<file path="src/rtl/ram_rd_burst_ctrl_if.sv">
// Command, RAM-issue and return-strobe bundle between ram_rd_burst_ctrl and its neighbours.
// slave = the controller's view; master = the sequencer/RAM-side view driving it.
interface ram_rd_burst_ctrl_if #(
  parameter int SIZE_ADDR = 8,
  parameter int SIZE_LEN  = 8
);
  logic                 i_start;
  logic [SIZE_ADDR-1:0] i_base_addr;
  logic [SIZE_LEN-1:0]  i_len;
  logic                 i_stall;
  logic                 i_valid;
  logic                 o_ready;
  logic                 o_busy;
  logic                 o_rd_en;
  logic [SIZE_ADDR-1:0] o_rd_addr;
  logic                 o_done;
  logic                 o_err;

  modport slave (
    input  i_start, i_base_addr, i_len, i_stall, i_valid,
    output o_ready, o_busy, o_rd_en, o_rd_addr, o_done, o_err
  );

  modport master (
    output i_start, i_base_addr, i_len, i_stall, i_valid,
    input  o_ready, o_busy, o_rd_en, o_rd_addr, o_done, o_err
  );
endinterface

</file>
<file path="src/rtl/ram_rd_burst_ctrl.sv">
// Burst read sequencer: issues one RAM read per word, caps reads in flight, pulses o_done when all words return.
// Optional watchdog abort when RD_TIMEOUT_EN is defined (limit TIMEOUT_CYC cycles without a return).
module ram_rd_burst_ctrl #(
  parameter int SIZE_ADDR   = 8,
  parameter int SIZE_LEN    = 8,
  parameter int MAX_OUTST   = 4,
  parameter int TIMEOUT_CYC = 16
) (
  input  logic                   i_clk,
  input  logic                   i_rst_n,
  ram_rd_burst_ctrl_if.slave     bus
);

  localparam int                 OUTST_W   = $clog2(MAX_OUTST + 1);
  localparam logic [OUTST_W-1:0] OUTST_MAX = OUTST_W'(MAX_OUTST);

  typedef enum logic [1:0] {
    ST_IDLE  = 2'd0,
    ST_ISSUE = 2'd1,
    ST_DRAIN = 2'd2,
    ST_DONE  = 2'd3
  } state_t;

  generate
    if (MAX_OUTST < 1 || MAX_OUTST > 15 || TIMEOUT_CYC < 1) begin : g_bad_param
      $error("ram_rd_burst_ctrl: MAX_OUTST must be 1..15 and TIMEOUT_CYC >= 1");
    end
  endgenerate

  state_t               state_q, state_d;
  logic [SIZE_ADDR-1:0] base_q, base_d;
  logic [SIZE_LEN-1:0]  len_q, len_d;
  logic [SIZE_LEN-1:0]  issued_q, issued_d;
  logic [SIZE_LEN-1:0]  returned_q, returned_d;
  logic [OUTST_W-1:0]   outst_q, outst_d;
  logic                 done_q, done_d;
  logic                 err_q, err_d;

  logic                 in_burst;
  logic                 rd_en;
  logic                 ret_ok;
  logic [SIZE_ADDR-1:0] rd_addr;

`ifdef RD_TIMEOUT_EN
  localparam int                WDOG_W   = $clog2(TIMEOUT_CYC + 1);
  localparam logic [WDOG_W-1:0] WDOG_LIM = WDOG_W'(TIMEOUT_CYC - 1);

  logic [WDOG_W-1:0] wdog_q, wdog_d;
  logic              wdog_run;
`endif

  always_comb begin
    state_d    = state_q;
    base_d     = base_q;
    len_d      = len_q;
    issued_d   = issued_q;
    returned_d = returned_q;
    outst_d    = outst_q;
    done_d     = 1'b0;
    err_d      = 1'b0;
    rd_en      = 1'b0;

    in_burst = (state_q == ST_ISSUE) || (state_q == ST_DRAIN);
    // A strobe with nothing in flight cannot belong to this burst, so it is dropped.
    ret_ok   = in_burst && bus.i_valid && (outst_q != '0);
    if (state_q == ST_ISSUE) begin
      rd_en = !bus.i_stall && (outst_q < OUTST_MAX);
    end
    rd_addr = base_q + SIZE_ADDR'(issued_q);

    if (rd_en) begin
      issued_d = issued_q + SIZE_LEN'(1);
    end
    if (ret_ok) begin
      returned_d = returned_q + SIZE_LEN'(1);
    end
    if (rd_en && !ret_ok) begin
      outst_d = outst_q + OUTST_W'(1);
    end else if (!rd_en && ret_ok) begin
      outst_d = outst_q - OUTST_W'(1);
    end

    case (state_q)
      ST_IDLE: begin
        if (bus.i_start) begin
          if (bus.i_len == '0) begin
            err_d = 1'b1;
          end else begin
            base_d     = bus.i_base_addr;
            len_d      = bus.i_len;
            issued_d   = '0;
            returned_d = '0;
            outst_d    = '0;
            state_d    = ST_ISSUE;
          end
        end
      end
      ST_ISSUE: begin
        if (rd_en && (issued_q == len_q - SIZE_LEN'(1))) begin
          state_d = ST_DRAIN;
        end
      end
      ST_DRAIN: begin
        if (returned_d == len_q) begin
          state_d = ST_DONE;
        end
      end
      ST_DONE: begin
        state_d = ST_IDLE;
      end
      default: begin
        state_d = ST_IDLE;
      end
    endcase

`ifdef RD_TIMEOUT_EN
    // Watchdog counts consecutive return-free cycles while reads are in flight.
    wdog_run = in_burst && !bus.i_valid && (outst_q != '0);
    wdog_d   = '0;
    if (wdog_run) begin
      if (wdog_q == WDOG_LIM) begin
        state_d    = ST_IDLE;
        err_d      = 1'b1;
        issued_d   = '0;
        returned_d = '0;
        outst_d    = '0;
      end else begin
        wdog_d = wdog_q + WDOG_W'(1);
      end
    end
`endif

    done_d = (state_d == ST_DONE);
  end

  always_ff @(posedge i_clk or negedge i_rst_n) begin
    if (!i_rst_n) begin
      state_q    <= ST_IDLE;
      base_q     <= '0;
      len_q      <= '0;
      issued_q   <= '0;
      returned_q <= '0;
      outst_q    <= '0;
      done_q     <= 1'b0;
      err_q      <= 1'b0;
`ifdef RD_TIMEOUT_EN
      wdog_q     <= '0;
`endif
    end else begin
      state_q    <= state_d;
      base_q     <= base_d;
      len_q      <= len_d;
      issued_q   <= issued_d;
      returned_q <= returned_d;
      outst_q    <= outst_d;
      done_q     <= done_d;
      err_q      <= err_d;
`ifdef RD_TIMEOUT_EN
      wdog_q     <= wdog_d;
`endif
    end
  end

  assign bus.o_ready   = (state_q == ST_IDLE);
  assign bus.o_busy    = in_burst;
  assign bus.o_rd_en   = rd_en;
  // Address is forced to zero outside issue cycles so idle/reset outputs stay deterministic.
  assign bus.o_rd_addr = rd_en ? rd_addr : '0;
  assign bus.o_done    = done_q;
  assign bus.o_err     = err_q;

endmodule
</file>
<file path="src/flat_wrapper.sv">
// flat-port wrapper written by rule: the top's interface ports become plain ports
module ram_rd_burst_ctrl_flat 
#(
  parameter int SIZE_ADDR   = 8,
  parameter int SIZE_LEN    = 8,
  parameter int MAX_OUTST   = 4,
  parameter int TIMEOUT_CYC = 16
)
  (i_clk, i_rst_n, bus_i_start, bus_i_base_addr, bus_i_len, bus_i_stall, bus_i_valid, bus_o_ready, bus_o_busy, bus_o_rd_en, bus_o_rd_addr, bus_o_done, bus_o_err);
  ram_rd_burst_ctrl_if #(.SIZE_ADDR(SIZE_ADDR), .SIZE_LEN(SIZE_LEN)) bus_i ();
  input  logic i_clk;
  input  logic i_rst_n;
  input wire logic [$bits(bus_i.i_start)-1:0] bus_i_start;
  input wire logic [$bits(bus_i.i_base_addr)-1:0] bus_i_base_addr;
  input wire logic [$bits(bus_i.i_len)-1:0] bus_i_len;
  input wire logic [$bits(bus_i.i_stall)-1:0] bus_i_stall;
  input wire logic [$bits(bus_i.i_valid)-1:0] bus_i_valid;
  output wire logic [$bits(bus_i.o_ready)-1:0] bus_o_ready;
  output wire logic [$bits(bus_i.o_busy)-1:0] bus_o_busy;
  output wire logic [$bits(bus_i.o_rd_en)-1:0] bus_o_rd_en;
  output wire logic [$bits(bus_i.o_rd_addr)-1:0] bus_o_rd_addr;
  output wire logic [$bits(bus_i.o_done)-1:0] bus_o_done;
  output wire logic [$bits(bus_i.o_err)-1:0] bus_o_err;
  assign bus_i.i_start = bus_i_start;
  assign bus_i.i_base_addr = bus_i_base_addr;
  assign bus_i.i_len = bus_i_len;
  assign bus_i.i_stall = bus_i_stall;
  assign bus_i.i_valid = bus_i_valid;
  assign bus_o_ready = bus_i.o_ready;
  assign bus_o_busy = bus_i.o_busy;
  assign bus_o_rd_en = bus_i.o_rd_en;
  assign bus_o_rd_addr = bus_i.o_rd_addr;
  assign bus_o_done = bus_i.o_done;
  assign bus_o_err = bus_i.o_err;
  ram_rd_burst_ctrl #(.SIZE_ADDR(SIZE_ADDR), .SIZE_LEN(SIZE_LEN), .MAX_OUTST(MAX_OUTST), .TIMEOUT_CYC(TIMEOUT_CYC)) u_core (.i_clk(i_clk), .i_rst_n(i_rst_n), .bus(bus_i));
endmodule
</file>
<file path="config.mk">
export PLATFORM = sky130hd
export DESIGN_NAME = ram_rd_burst_ctrl_flat
export DESIGN_NICKNAME = d
export VERILOG_FILES = /design/src/rtl/ram_rd_burst_ctrl_if.sv /design/src/rtl/ram_rd_burst_ctrl.sv /design/src/flat_wrapper.sv
export SDC_FILE = /design/constraint.sdc
export NUM_CORES = 1
export LEC_CHECK = 0
export ABC_AREA = 1
export BUFFER_PORTS_ARGS = -buffer_cell sky130_fd_sc_hd__buf_4
export CAP_MARGIN = 0
export CORE_AREA = 2 2 77 79
export CTS_CLUSTER_DIAMETER = 120
export DETAILED_ROUTE_END_ITERATION = 12
export DIE_AREA = 0 0 79 81
export PLACE_DENSITY = 0.66
export SYNTH_ARGS = -nofsm -noshare
export SYNTH_HDL_FRONTEND = slang
export SYNTH_SLANG_ARGS = --single-unit
</file>
<file path="constraint.sdc">
create_clock -name i_clk -period 2.7 [get_ports i_clk]
set_input_delay 0.81 -clock i_clk [delete_from_list [all_inputs] [get_ports i_clk]]
set_output_delay 0.81 -clock i_clk [all_outputs]
set_load 0.02 [all_outputs]
</file>
==> impl_metrics.ini <==
[run_status]
status = finished with violations
violations = negative setup slack

[global_routing]
grt_pass1_vias = 2218
track_usage = 0.194
grtUsageMet2 = 0.342
grt_pass1_wl_um = 9760
top_usage_layer = met2
grtUsageMet1 = 0.243
antenna_found_initial = 0
grt-ovfl-total = 0
met3_usage = 0.0344
grt_max_degree = 40

[clock_tree]
cts.reportedPaths.clkPinSlew_ps = 70
cts_buffers = 5
clock_latency_ps = 290
cts_sinks = 39
cts_buffer_depth = 2
cts_tree = done
root_buffer = clkbuf_8
h-tree-depth = 2

[worst_hold_path]
min_path_type = reg2reg
hold_path_depth = 2

[pwr]
p_sw_mw = 1.38
power_density_nw_per_um2 = 910
p_seq_frac = 0.323
p_leak_nw = 1.72
peakVddDrop_mv = 0.450
internal-power_mw = 1.65
power_switching_share = 0.456
clkPwrFrac = 0.128
power_frac_comb = 0.549
total_power_mw = 3.03

[flow_run]
drv_cap = 0

[critical_path]
cp_slowest_cell = dfrtp_1
cp_max_fo = 2
path_common_cell = nor2_1
critPathCaptureType = primary output
critPathKind = reg2out
cp_data_required_time_ps = 1890
cpPeakStageDelay_ps = 390
r2r_cells = 7
cp-start-kind = flip-flop
path_cells = ha_2 -> fa_2 -> a31oi_4 -> nor2_1 -> nor2_1 -> nor2_1 -> o21a_1 -> nor3_2 -> buf_4
arrival_ps = 2080

[synth]
synth_cell_types = 36
synth_cells = 369
synthArstFlopShare = 1.00
ys.flop_type = dfrtp_1
syn_nets = 407
syn-cell-area_um2 = 2710
synth_area_per_cell_um2 = 7.33
ys_seq_area_frac = 0.361
yosys_register_bits = 39
yosysWarnings = 0
synth-edff-count = 0

[finish]
multi_input_area_um2 = 1600
seq_area_um2 = 977
layout-drive-gt1-share = 0.246
fin_nets = 459
fin_cells = 497
fillers = 560
n_antenna_cell = 0
areaGrowthSynthToFinish_pct = 22.9
stdcell_area_um2 = 3330

[timing]
finalCritPeriodShare = 1.07
tns_ps = -417
slew_violations = 0
finClkSkew_ps = 8.90
fmax_ghz = 0.347
slew_headroom = 0.497
rsz0062_at_grt = yes
hold_violations = 0
setup_violations = 4
tightest_slew_ps = 754
timing.final.ws_setup_ps = -185
final.min_clock_period_ps = 2890

[placed_design]
io_buffers = 33
gp_congestion = 0.801
placed_cell_area_um2 = 3080
dp.cells = 480
dp.final_hpwl_um = 4280

[drt]
viasPerCell = 4.76
drt_iter0_drc = 65
postRouteAntennaNets = 0
drc = 0
drtPass1Iterations = 4
drt-total-wl_um = 5770
via_count = 2364
wl_per_cell_um = 11.6

[floorplanning]
dieArea_um2 = 6400
die_h_um = 81
die_width_um = 79
core_area_um2 = 5680
start_util = 0.477
rows = 28
pin_count = 34
## synth_stat cells, types with 2 or more instances
cell type | count | area share
nand2_1 | 115 | 0.16
nor2_1 | 41 | 0.057
inv_1 | 40 | 0.055
dfrtp_1 | 39 | 0.36
nand3_1 | 25 | 0.046
ha_1 | 16 | 0.074
o21ai_0 | 13 | 0.024
a21oi_1 | 12 | 0.022
o21ai_1 | 7 | 0.013
inv_2 | 6 | 0.0083
xor2_1 | 6 | 0.019
nor2_2 | 5 | 0.012
nand2_2 | 4 | 0.0092
nor3_1 | 4 | 0.0074
xnor2_1 | 4 | 0.013
nand2_4 | 3 | 0.012
nor2_4 | 3 | 0.012
a211oi_2 | 2 | 0.0092
a31oi_1 | 2 | 0.0046
buf_2 | 2 | 0.0037
nand3_2 | 2 | 0.0074
nand3b_1 | 2 | 0.0055
nor3_4 | 2 | 0.012
o21bai_1 | 2 | 0.0055
## final timing paths
path | startpoint | endpoint | slack (ps)
min in group asynchronous | i_rst_n | u_core.len_q[4] | 490
setup reg to reg | u_core.state_q[0] | u_core.issued_q[3] | 510
hold reg to reg | u_core.base_q[4] | u_core.base_q[4] | 480
hold / removal | u_core.base_q[4] | u_core.base_q[4] | 480
setup / recovery | u_core.issued_q[0] | bus_o_rd_addr[6] | -190
max in group asynchronous | i_rst_n | u_core.issued_q[1] | 1840
## metal layers
layer  share of wire  vias to the layer above
met1            0.47                     1061
li1                -                     1269
met4          0.0075                        0
met2            0.49                       30
met3           0.029                        4
met5               0                        -
## logic make-up after synthesis
logic type                 synth area share
xor gates and xnor gates             0.0324
adders and majority gates            0.0814
DFF                                   0.361
buffers and inverters                0.0781
AOI/OAI and AO/OA                    0.0841
and+or+nand+nor                       0.363
## cells in the final DEF, fill, tap and decap left out, types with 2 or more instances in the layout
| master | synthesis | routed |
|---|---|---|
| a211oi_2 | 2 | 2 |
| a21oi_1 | 12 | 9 |
| a21oi_2 | 0 | 2 |
| buf_4 | 0 | 46 |
| buf_6 | 1 | 3 |
| clkbuf_8 | 0 | 5 |
| clkinv_2 | 1 | 2 |
| dfrtp_1 | 39 | 38 |
| ha_1 | 16 | 12 |
| ha_2 | 0 | 2 |
| ha_4 | 0 | 2 |
| inv_1 | 40 | 40 |
| inv_2 | 6 | 6 |
| nand2_1 | 115 | 114 |
| nand2_2 | 4 | 5 |
| nand2_4 | 3 | 3 |
| nand3_1 | 25 | 24 |
| nand3_2 | 2 | 3 |
| nand3b_1 | 2 | 2 |
| nor2_1 | 41 | 40 |
| nor2_2 | 5 | 6 |
| nor2_4 | 3 | 3 |
| nor3_1 | 4 | 3 |
| nor3_2 | 1 | 2 |
| nor3_4 | 2 | 2 |
| o21ai_0 | 13 | 12 |
| o21ai_1 | 7 | 7 |
| o21bai_1 | 2 | 2 |
| xnor2_1 | 4 | 4 |
| xor2_1 | 6 | 6 |
## through the flow
step           hold WS [ps]  worst slack, ps   util
4_1_cts                 486             -174  0.575
6_report                482             -185  0.586
5_1_grt                 512             -300  0.586
3_5_place_dp            468             32.7  0.543
2_1_floorplan           446            0.916      -
3_3_place_gp            458             79.1  0.543
## final cells by class
cell class	count	share of cell area
Tap cell	75	0.0282
Multi-Input combinational cell	278	0.482
Sequential cell	39	0.294
Clock inverter	2	0.00376
Clock buffer	6	0.0218
Inverter	48	0.0561
Timing Repair Buffer	49	0.114
## critical path: cells and delay by family (launching register included)
kind,cells,cell delay (ps)
AO/OA/AOI/OAI,2,330
buffers and inverters,1,160
flip-flops,1,390
AND/OR/NAND/NOR,4,310
adder cells (fa/ha/maj),2,600
## flip-flops by register name, summed over array words and instances, names as in the netlist
name	count
u_core.returned_q	8
u_core.issued_q	8
u_core.base_q	8
u_core.bus.o_err	1
u_core.state_q	2
u_core.bus.o_done	1
u_core.outst_q	3
u_core.len_q	8
## power by group through the flow
stage               sequential [mW]  clock, mW  combinational (mW)
finish                        0.978      0.387                1.66
global route                   1.01      0.423                1.90
CTS                           0.976      0.400                1.61
detailed placement            0.982          0                1.51
global placement              0.974          0                1.48
floorplan                     0.940          0                1.15
## repair_timing
| item | 4_1_cts | 5_1_grt |
|---|---|---|
| resized for setup | 9 | 11 |
| pin swaps | 5 | 9 |
| setup endpoints to repair | 4 | 4 |
| hold buffers | 0 | 0 |
| setup buffers | 6 | 3 |
| cloned | 0 | 0 |
Note: power is estimated with default switching activity, not from simulation.
